File: config.mk
export PLATFORM = sky130hd
export DESIGN_NAME = quad_pulse_counter
export DESIGN_NICKNAME = d
export VERILOG_FILES = /design/src/rtl/quad_pkg.sv /design/src/rtl/quad_input_filter.sv /design/src/rtl/quad_pulse_counter.sv
export SDC_FILE = /design/constraint.sdc
export NUM_CORES = 1
export LEC_CHECK = 0
export ABC_AREA = 0
export CORE_ASPECT_RATIO = 0.7
export CORE_MARGIN = 2
export CORE_UTILIZATION = 56
export CTS_CLUSTER_DIAMETER = 60
export CTS_CLUSTER_SIZE = 40
export DETAILED_ROUTE_END_ITERATION = 10
export PLACE_DENSITY = 0.8
export SLEW_MARGIN = 20
export SYNTH_ARGS = -nofsm -noshare
export SYNTH_HDL_FRONTEND = slang
export SYNTH_SLANG_ARGS = --single-unit
File: constraint.sdc
create_clock -name i_clk -period 1.6 [get_ports i_clk]
set_clock_uncertainty 0.2 [all_clocks]
set_input_delay 0.48 -clock i_clk [delete_from_list [all_inputs] [get_ports i_clk]]
set_output_delay 0.48 -clock i_clk [all_outputs]
set_load 0.005 [all_outputs]
File: src/rtl/quad_pkg.sv
// Shared encodings and helpers for the quadrature pulse counter.
package quad_pkg;

   localparam int unsigned DEF_COUNT_W    = 16;
   localparam int unsigned DEF_SPEED_W    = 8;
   localparam int unsigned DEF_FILTER_LEN = 3;

   // Encoded as {A,B}
   typedef enum logic [1:0] {
      S00 = 2'b00,
      S01 = 2'b01,
      S10 = 2'b10,
      S11 = 2'b11
   } quad_state_e;

   typedef enum logic [1:0] {
      STEP_NONE = 2'd0,
      STEP_FWD  = 2'd1,
      STEP_REV  = 2'd2
   } step_e;

   function automatic quad_state_e fwd_next(input quad_state_e s);
      case (s)
         S00:     return S10;
         S10:     return S11;
         S11:     return S01;
         default: return S00;
      endcase
   endfunction

   function automatic step_e decode_step(input quad_state_e prev, input quad_state_e cur);
      if (cur == fwd_next(prev)) return STEP_FWD;
      if (prev == fwd_next(cur)) return STEP_REV;
      return STEP_NONE;
   endfunction

endpackage

File: src/rtl/quad_input_filter.sv
// Two-flop synchroniser with an optional stable-sample glitch filter,
// enabled by defining QUAD_GLITCH_FILTER_EN.
module quad_input_filter
   import quad_pkg::*;
#(
   parameter int unsigned FILTER_LEN = DEF_FILTER_LEN
) (
   input  logic i_clk,
   input  logic i_rst_n,
   input  logic i_in,
   output logic o_level
);

   logic [1:0] r_sync;

   always_ff @(posedge i_clk or negedge i_rst_n) begin
      if (!i_rst_n) r_sync <= 2'b00;
      else          r_sync <= {r_sync[0], i_in};
   end

`ifdef QUAD_GLITCH_FILTER_EN
   logic [3:0] r_cnt;
   logic       r_level;

   // Counts consecutive samples that disagree with the accepted level.
   always_ff @(posedge i_clk or negedge i_rst_n) begin
      if (!i_rst_n) begin
         r_cnt   <= 4'd0;
         r_level <= 1'b0;
      end else if (r_sync[1] == r_level) begin
         r_cnt <= 4'd0;
      end else if (r_cnt == 4'(FILTER_LEN - 1)) begin
         r_level <= r_sync[1];
         r_cnt   <= 4'd0;
      end else begin
         r_cnt <= r_cnt + 4'd1;
      end
   end

   assign o_level = r_level;
`else
   // FILTER_LEN has no effect in this build.
   if (FILTER_LEN > 15) begin : g_filter_len_ignored
   end

   assign o_level = r_sync[1];
`endif

endmodule

File: src/rtl/quad_pulse_counter.sv
// Quadrature encoder decoder: X1/X4 position count, windowed signed speed, sticky error.
// Define QUAD_GLITCH_FILTER_EN to add the input glitch filter.
module quad_pulse_counter
   import quad_pkg::*;
#(
   parameter int unsigned COUNT_W    = DEF_COUNT_W,
   parameter int unsigned SPEED_W    = DEF_SPEED_W,
   parameter bit          FWD        = 1'b1,
   parameter int unsigned FILTER_LEN = DEF_FILTER_LEN
) (
   input  logic               i_clk,
   input  logic               i_rst_n,
   input  logic               i_en,
   input  logic               i_enc_a,
   input  logic               i_enc_b,
   input  logic               i_mode,
   input  logic               i_clear,
   input  logic               i_speed_interval_pulse,
   output logic [COUNT_W-1:0] o_count,
   output logic [SPEED_W-1:0] o_speed_count,
   output logic               o_dir_out,
   output logic               o_valid,
   output logic               o_err
);

   logic [1:0] r_rst_sync;
   logic       w_rst_n;

   // Assert asynchronously, release on the clock.
   always_ff @(posedge i_clk or negedge i_rst_n) begin
      if (!i_rst_n) r_rst_sync <= 2'b00;
      else          r_rst_sync <= {r_rst_sync[0], 1'b1};
   end

   assign w_rst_n = r_rst_sync[1];

   logic w_a;
   logic w_b;

   quad_input_filter #(.FILTER_LEN(FILTER_LEN)) u_filt_a (
      .i_clk   (i_clk),
      .i_rst_n (w_rst_n),
      .i_in    (i_enc_a),
      .o_level (w_a)
   );

   quad_input_filter #(.FILTER_LEN(FILTER_LEN)) u_filt_b (
      .i_clk   (i_clk),
      .i_rst_n (w_rst_n),
      .i_in    (i_enc_b),
      .o_level (w_b)
   );

   quad_state_e               r_prev;
   quad_state_e               w_cur;
   step_e                     w_step;
   logic                      w_illegal;
   logic signed [SPEED_W:0]   w_delta;
   logic signed [SPEED_W:0]   w_sum;
   logic signed [SPEED_W-1:0] w_acc_sat;
   logic signed [SPEED_W-1:0] r_acc;
   logic signed [SPEED_W-1:0] r_speed;
   logic [COUNT_W-1:0]        r_count;
   logic                      r_dir;
   logic                      r_valid;
   logic                      r_err;

   always_comb begin
      w_cur     = quad_state_e'({w_a, w_b});
      w_illegal = (r_prev[1] ^ w_cur[1]) & (r_prev[0] ^ w_cur[0]);
      w_step    = decode_step(r_prev, w_cur);
      // X1 keeps only steps taken on a rising A
      if (!i_mode && !(!r_prev[1] && w_cur[1])) w_step = STEP_NONE;
   end

   always_comb begin
      w_delta = '0;
      case (w_step)
         STEP_FWD: w_delta = (SPEED_W+1)'(1);
         STEP_REV: w_delta = '1;
         default:  w_delta = '0;
      endcase
      w_sum = {r_acc[SPEED_W-1], r_acc} + w_delta;
      if (w_sum[SPEED_W] != w_sum[SPEED_W-1]) begin
         w_acc_sat = w_sum[SPEED_W] ? {1'b1, {(SPEED_W-1){1'b0}}} : {1'b0, {(SPEED_W-1){1'b1}}};
      end else begin
         w_acc_sat = w_sum[SPEED_W-1:0];
      end
   end

   always_ff @(posedge i_clk or negedge w_rst_n) begin
      if (!w_rst_n) begin
         r_prev  <= S00;
         r_count <= '0;
         r_acc   <= '0;
         r_speed <= '0;
         r_dir   <= FWD;
         r_valid <= 1'b0;
         r_err   <= 1'b0;
      end else begin
         r_prev  <= w_cur;
         r_valid <= i_en & ~i_clear & (w_step != STEP_NONE);

         if (i_speed_interval_pulse) begin
            r_speed <= w_acc_sat;
            r_acc   <= '0;
         end else if (i_clear) begin
            r_acc <= '0;
         end else begin
            r_acc <= w_acc_sat;
         end

         if (i_clear) begin
            r_count <= '0;
            r_err   <= 1'b0;
         end else begin
            if (w_step == STEP_FWD) begin
               r_count <= r_count + COUNT_W'(1);
               r_dir   <= FWD;
            end else if (w_step == STEP_REV) begin
               r_count <= r_count - COUNT_W'(1);
               r_dir   <= ~FWD;
            end
            if (w_illegal) r_err <= 1'b1;
         end
      end
   end

   assign o_count       = r_count;
   assign o_speed_count = r_speed;
   assign o_dir_out     = r_dir;
   assign o_valid       = r_valid;
   assign o_err         = r_err;

endmodule

==> impl_results.md, run 1 <==
- Status: stopped before the end
- Longest Clk Path Bufs: 2
- Share of flip-flops with an asynchronous set or reset: 1.000
- Total CTS buffers: 5
- Top cell type's share of synthesized area: 0.3660
- Syn Nets: 344
- CTS Hold Buffers Added: 0
- Initial core utilization: 0.5907
- # H-tree levels: 2
- Post-synthesis sequential area ratio: 0.3752
- Halt Stage: clock tree synthesis (4_1_cts)
- Halt Reason: [ERROR DPL-0038] Utilization greater than 100%, impossible to legalize
- FP Rows: 21
- Post-synth EDFFs: 0
- Netlist cell types: 58
- Dpl hpwl: about 7 mm
- Post_cts resized: approximately 200
- Cell Area, Synth: 0.002872 mm2
- Leading area contributor after synthesis: dfrtp_1
- # placed instances: 489
- #FFs+latches synth: between 40 and 50
- # clock sinks: 43
- Syn Inst Count: 311
- Yosys warnings: 0
- Synth area leaders: dfrtp_1 (37%), ha_1 (10%), a21oi_1 (5.6%)
- DP Worst Slack: -2.184 ns
- PortBufs: 34
- Width of the chip: 89.59 um
- Average instance area after synthesis: 9.233 um2
- Routability cong.: 0.9403
- Top Ports: 35
- Die height: 63.91 um
- Post-CTS setup buffers: 24
- Root Driver: clkbuf_8
- Main synth FF type: dfrtp_1
==> kinds of logic after synthesis <==
kind of cell	synth area share
adders and majority gates	0.1115
DFF	0.3752
and+or+nand+nor	0.1577
other	0.001306
muxes	0.003486
buffers and inverters	0.03704
xor gates and xnor gates	0.05185
AOI/OAI and AO/OA	0.2619
==> metrics by stage <==
stage | setup TNS [ns] | instance area, um2 | util
after detailed placement | -61.88 | 4163 | 0.8564
after global placement | -57.48 | 4163 | 0.8564
after floorplan | -39.28 | 3176 | -
==> cell usage after synthesis, types with 3 or more instances <==
cell	number
ha_1	24
inv_1	11
a21o_1	9
o31ai_1	5
a211oi_1	5
xnor2_1	12
xor2_1	5
clkbuf_1	7
nor2b_1	4
o21a_1	8
o211a_1	3
nor2_1	28
dfrtp_1	42
o21ai_0	8
or3_1	4
o211ai_1	10
a31oi_1	8
a21oi_1	32
nand2_1	21
nand3_1	12
nor3_1	9
==> inputs of run 2 (changes only) <==
- CORE_ASPECT_RATIO: 0.7 -> not set
- CORE_UTILIZATION: 56 -> 40
- CTS_CLUSTER_DIAMETER: 60 -> not set
- CTS_CLUSTER_SIZE: 40 -> not set
- PLACE_DENSITY: 0.8 -> not set
- PLACE_DENSITY_LB_ADDON: not set -> 0.15
==> impl_results.md, run 2 <==
- Top cell type's share of synthesized area: 0.3660 (unchanged)
- Non-filler cells, final: 558
- # clock sinks: 43 (unchanged)
- Routability cong.: 0.8677 (was 0.9403)
- Core footprint: 0.006869 mm2
- Period utilization: 1.999
- Fin nets: 494
- Setup crit start kind: flop
- Most frequent cells in the layout: buf_4 (82), buf_6 (44), dfrtp_1 (40)
- Top Ports: 35 (unchanged)
- DRC: 0
- Critical Path AT: roughly 3.2 ns
- F_max: ~310 MHz
- Layout Utilization: 0.7362
- Yosys warnings: 0 (unchanged)
- Placed cell area: 0.004270 mm2 (was 0.004163 mm2)
- Initial antenna violation count: 0
- Total GRT Usage: 0.2345
- Number of routed nets with antenna violations: 0
- Average instance area after synthesis: 9.233 um2 (unchanged)
- Final total power: 5.974 mW
- #FFs+latches synth: 43 (unchanged)
- CTS tree: yes
- # H-tree levels: 2 (unchanged)
- Final worst path period need: 3.199 ns
- Leading area contributor after synthesis: dfrtp_1 (unchanged)
- Pwr per Cell Area: 1181 mW/mm2
- Total CTS buffers: 5 (unchanged)
- Max Cap Viol: 0
- Crit Path Category: flop to flop
- Worst Setup SP: r_prev[1]$_DFF_PN0_
- Congestion Overflow GR: 0
- Synth area leaders: dfrtp_1 (37%), ha_1 (10%), a21oi_1 (5.6%) (unchanged)
- Die area: 0.007872 mm2
- Longest Clk Path Bufs: 2 (unchanged)
- Clk pin slew, worst setup/hold paths: about 0.1 ns
- RSZ-0062 raised after global routing: yes
- Worst EP required: between 1.5 and 2 ns
- Initial core utilization: 0.4180 (was 0.5907)
- Fill count: between 400 and 500
- DR WL/cell: between 15 and 20 um
- First-pass GRT wire length: approximately 14 mm
- Syn Nets: 344 (unchanged)
- Vias/cell: 5.233
- Synthesis-to-layout area growth: 76.12%
- Final hold violation count: 0
- PortBufs: 34 (unchanged)
- Number of diodes: 0
- Main synth FF type: dfrtp_1 (unchanged)
- Lkg Pwr: 2.271 nW
- Fin area: 0.005057 mm2
- Largest net degree at the start of global routing: 24
- Number of global-route vias before repair: 3,063
- Syn Inst Count: 311 (unchanged)
- Worst hold path type: flop to async pin
- Layout cells sized above 1: 0.5325
- Dpl hpwl: 5.914 mm (was 6.897 mm)
- Total wire length: roughly 8.8 mm
- Crit Path Max Fanout: 7
- Worst vdd ir: ~660 uV
- Fin. max-slew vios: 0
- Most common cell in the netlist: dfrtp_1 (unchanged)
- Setup WS post-layout: -1.599 ns
- Endpoints failing setup: 50
- Die height: 88.73 um (was 63.91 um)
- Root Driver: clkbuf_8 (unchanged)
- 1st-pass router iterations: 4
- # placed instances: 524 (was 489)
- Via count: 2,920
- Failing checks: negative setup slack
- Endpoint class of the critical path: flop
- Initial DRC count: 68
- Width of the chip: 88.73 um (was 89.59 um)
- Post-synth top cells: dfrtp_1 (42), a21oi_1 (32), nor2_1 (28), ha_1 (24), nand2_1 (21) (unchanged)
- Max FFs per register: 16
- Cell Area, Synth: 0.002872 mm2 (unchanged)
- Commonest non-fill, non-tap cell in the layout: buf_4
- Status: complete, but fails checks (was stopped before the end)
- Post-synthesis sequential area ratio: 0.3752 (unchanged)
- Clock latency on the worst-skew pair: 0.31 ns
- FP Rows: 30 (was 21)
- Share of flip-flops with an asynchronous set or reset: 1.000 (unchanged)
- R2r startpoint: r_prev[1]$_DFF_PN0_
- Post-synth EDFFs: 0 (unchanged)
- Netlist cell types: 58 (unchanged)
run 2: cell counts after synthesis:
Identical to the previous run, type by type.
run 2: stage by stage:
step | worst slack, ns | setup TNS, ns | hold slack, ns
global route | -1.794 | -51.08 | 0.07699
global placement | -1.860 | -55.21 | 0.03691
finish | -1.599 | -45.00 | 0.03978
CTS | -1.607 | -45.75 | 0.04701
detailed placement | -1.947 | -56.36 | 0.04184
floorplan | -1.514 | -39.28 | -0.01559
run 2: metal layers:
layer,share of wire,GRT usage
met3,0.023,0.03638
met1,0.41,0.2841
met5,0,0
met4,0.017,0.05372
met2,0.55,0.4342
run 2: layout make-up:
cell class                      count  area, um2  share of cell area
Clock inverter                      3      46.29            0.009154
Timing Repair Buffer              154       1425              0.2818
Tap cell                           96      120.1             0.02375
Sequential cell                    43       1080              0.2135
Timing Repair inverter              1      16.27            0.003216
Clock buffer                        5      68.82             0.01361
Inverter                           11      56.30             0.01113
Multi-Input combinational cell    245       2245              0.4438
run 2: worst max-delay path, cell delays in order, from the launching register on:
cell,delay (ns)
dfrtp_1,0.41
inv_1,0.07
ha_2,0.19
nor2_4,0.05
nor3_4,0.14
inv_2,0.07
ha_4,0.22
inv_2,0.06
ha_4,0.13
or4b_4,0.49
a211oi_4,0.30
a2111oi_4,0.08
o211ai_2,0.31
o211ai_1,0.20
a31oi_1,0.21
run 2: timing repair:
action,CTS,global route
resized for setup,167,50
endpoints found under the hold margin,0,0
setup endpoints to repair,61,57
cloned,3,1
hold buffers,0,0
pin swaps,31,40
buffers inserted,22,10
run 2: path summary, 6_finish.rpt:
check	end	slack, ns	cells after the start
hold / removal	o_count[8]$_DFFE_PN0P_	0.04	1
setup / recovery	o_speed_count[0]$_DFFE_PN0P_	-1.60	14
hold reg to reg	o_count[8]$_DFFE_PN0P_	0.04	1
min in group i_clk	u_filt_a.r_sync[1]$_DFF_PN0_	0.15	0
max in group asynchronous	o_dir_out$_DFFE_PN1P_	0.89	1
setup reg to reg	o_speed_count[0]$_DFFE_PN0P_	-1.60	14
run 2: where the power goes:
part | leakage [nW] | switching (mW) | internal [mW]
clock network | 0.0548 | 0.435 | 0.471
registers | 0.550 | 0.131 | 1.24
logic | 1.67 | 1.63 | 2.06
run 2: kinds of logic (layout without fill, tap and decap cells):
| group | count (synthesis) | after routing | synth area share |
|---|---|---|---|
| AOI/OAI and AO/OA | 108 | 108 | 0.2619 |
| and+or+nand+nor | 93 | 93 | 0.1577 |
| DFF | 43 | 43 | 0.3752 |
| adders and majority gates | 25 | 25 | 0.1115 |
| buffers and inverters | 23 | 174 | 0.03704 |
| xor gates and xnor gates | 17 | 17 | 0.05185 |
| other | 1 | 1 | 0.001306 |
| muxes | 1 | 1 | 0.003486 |
Note: power is estimated with default switching activity, not from simulation.
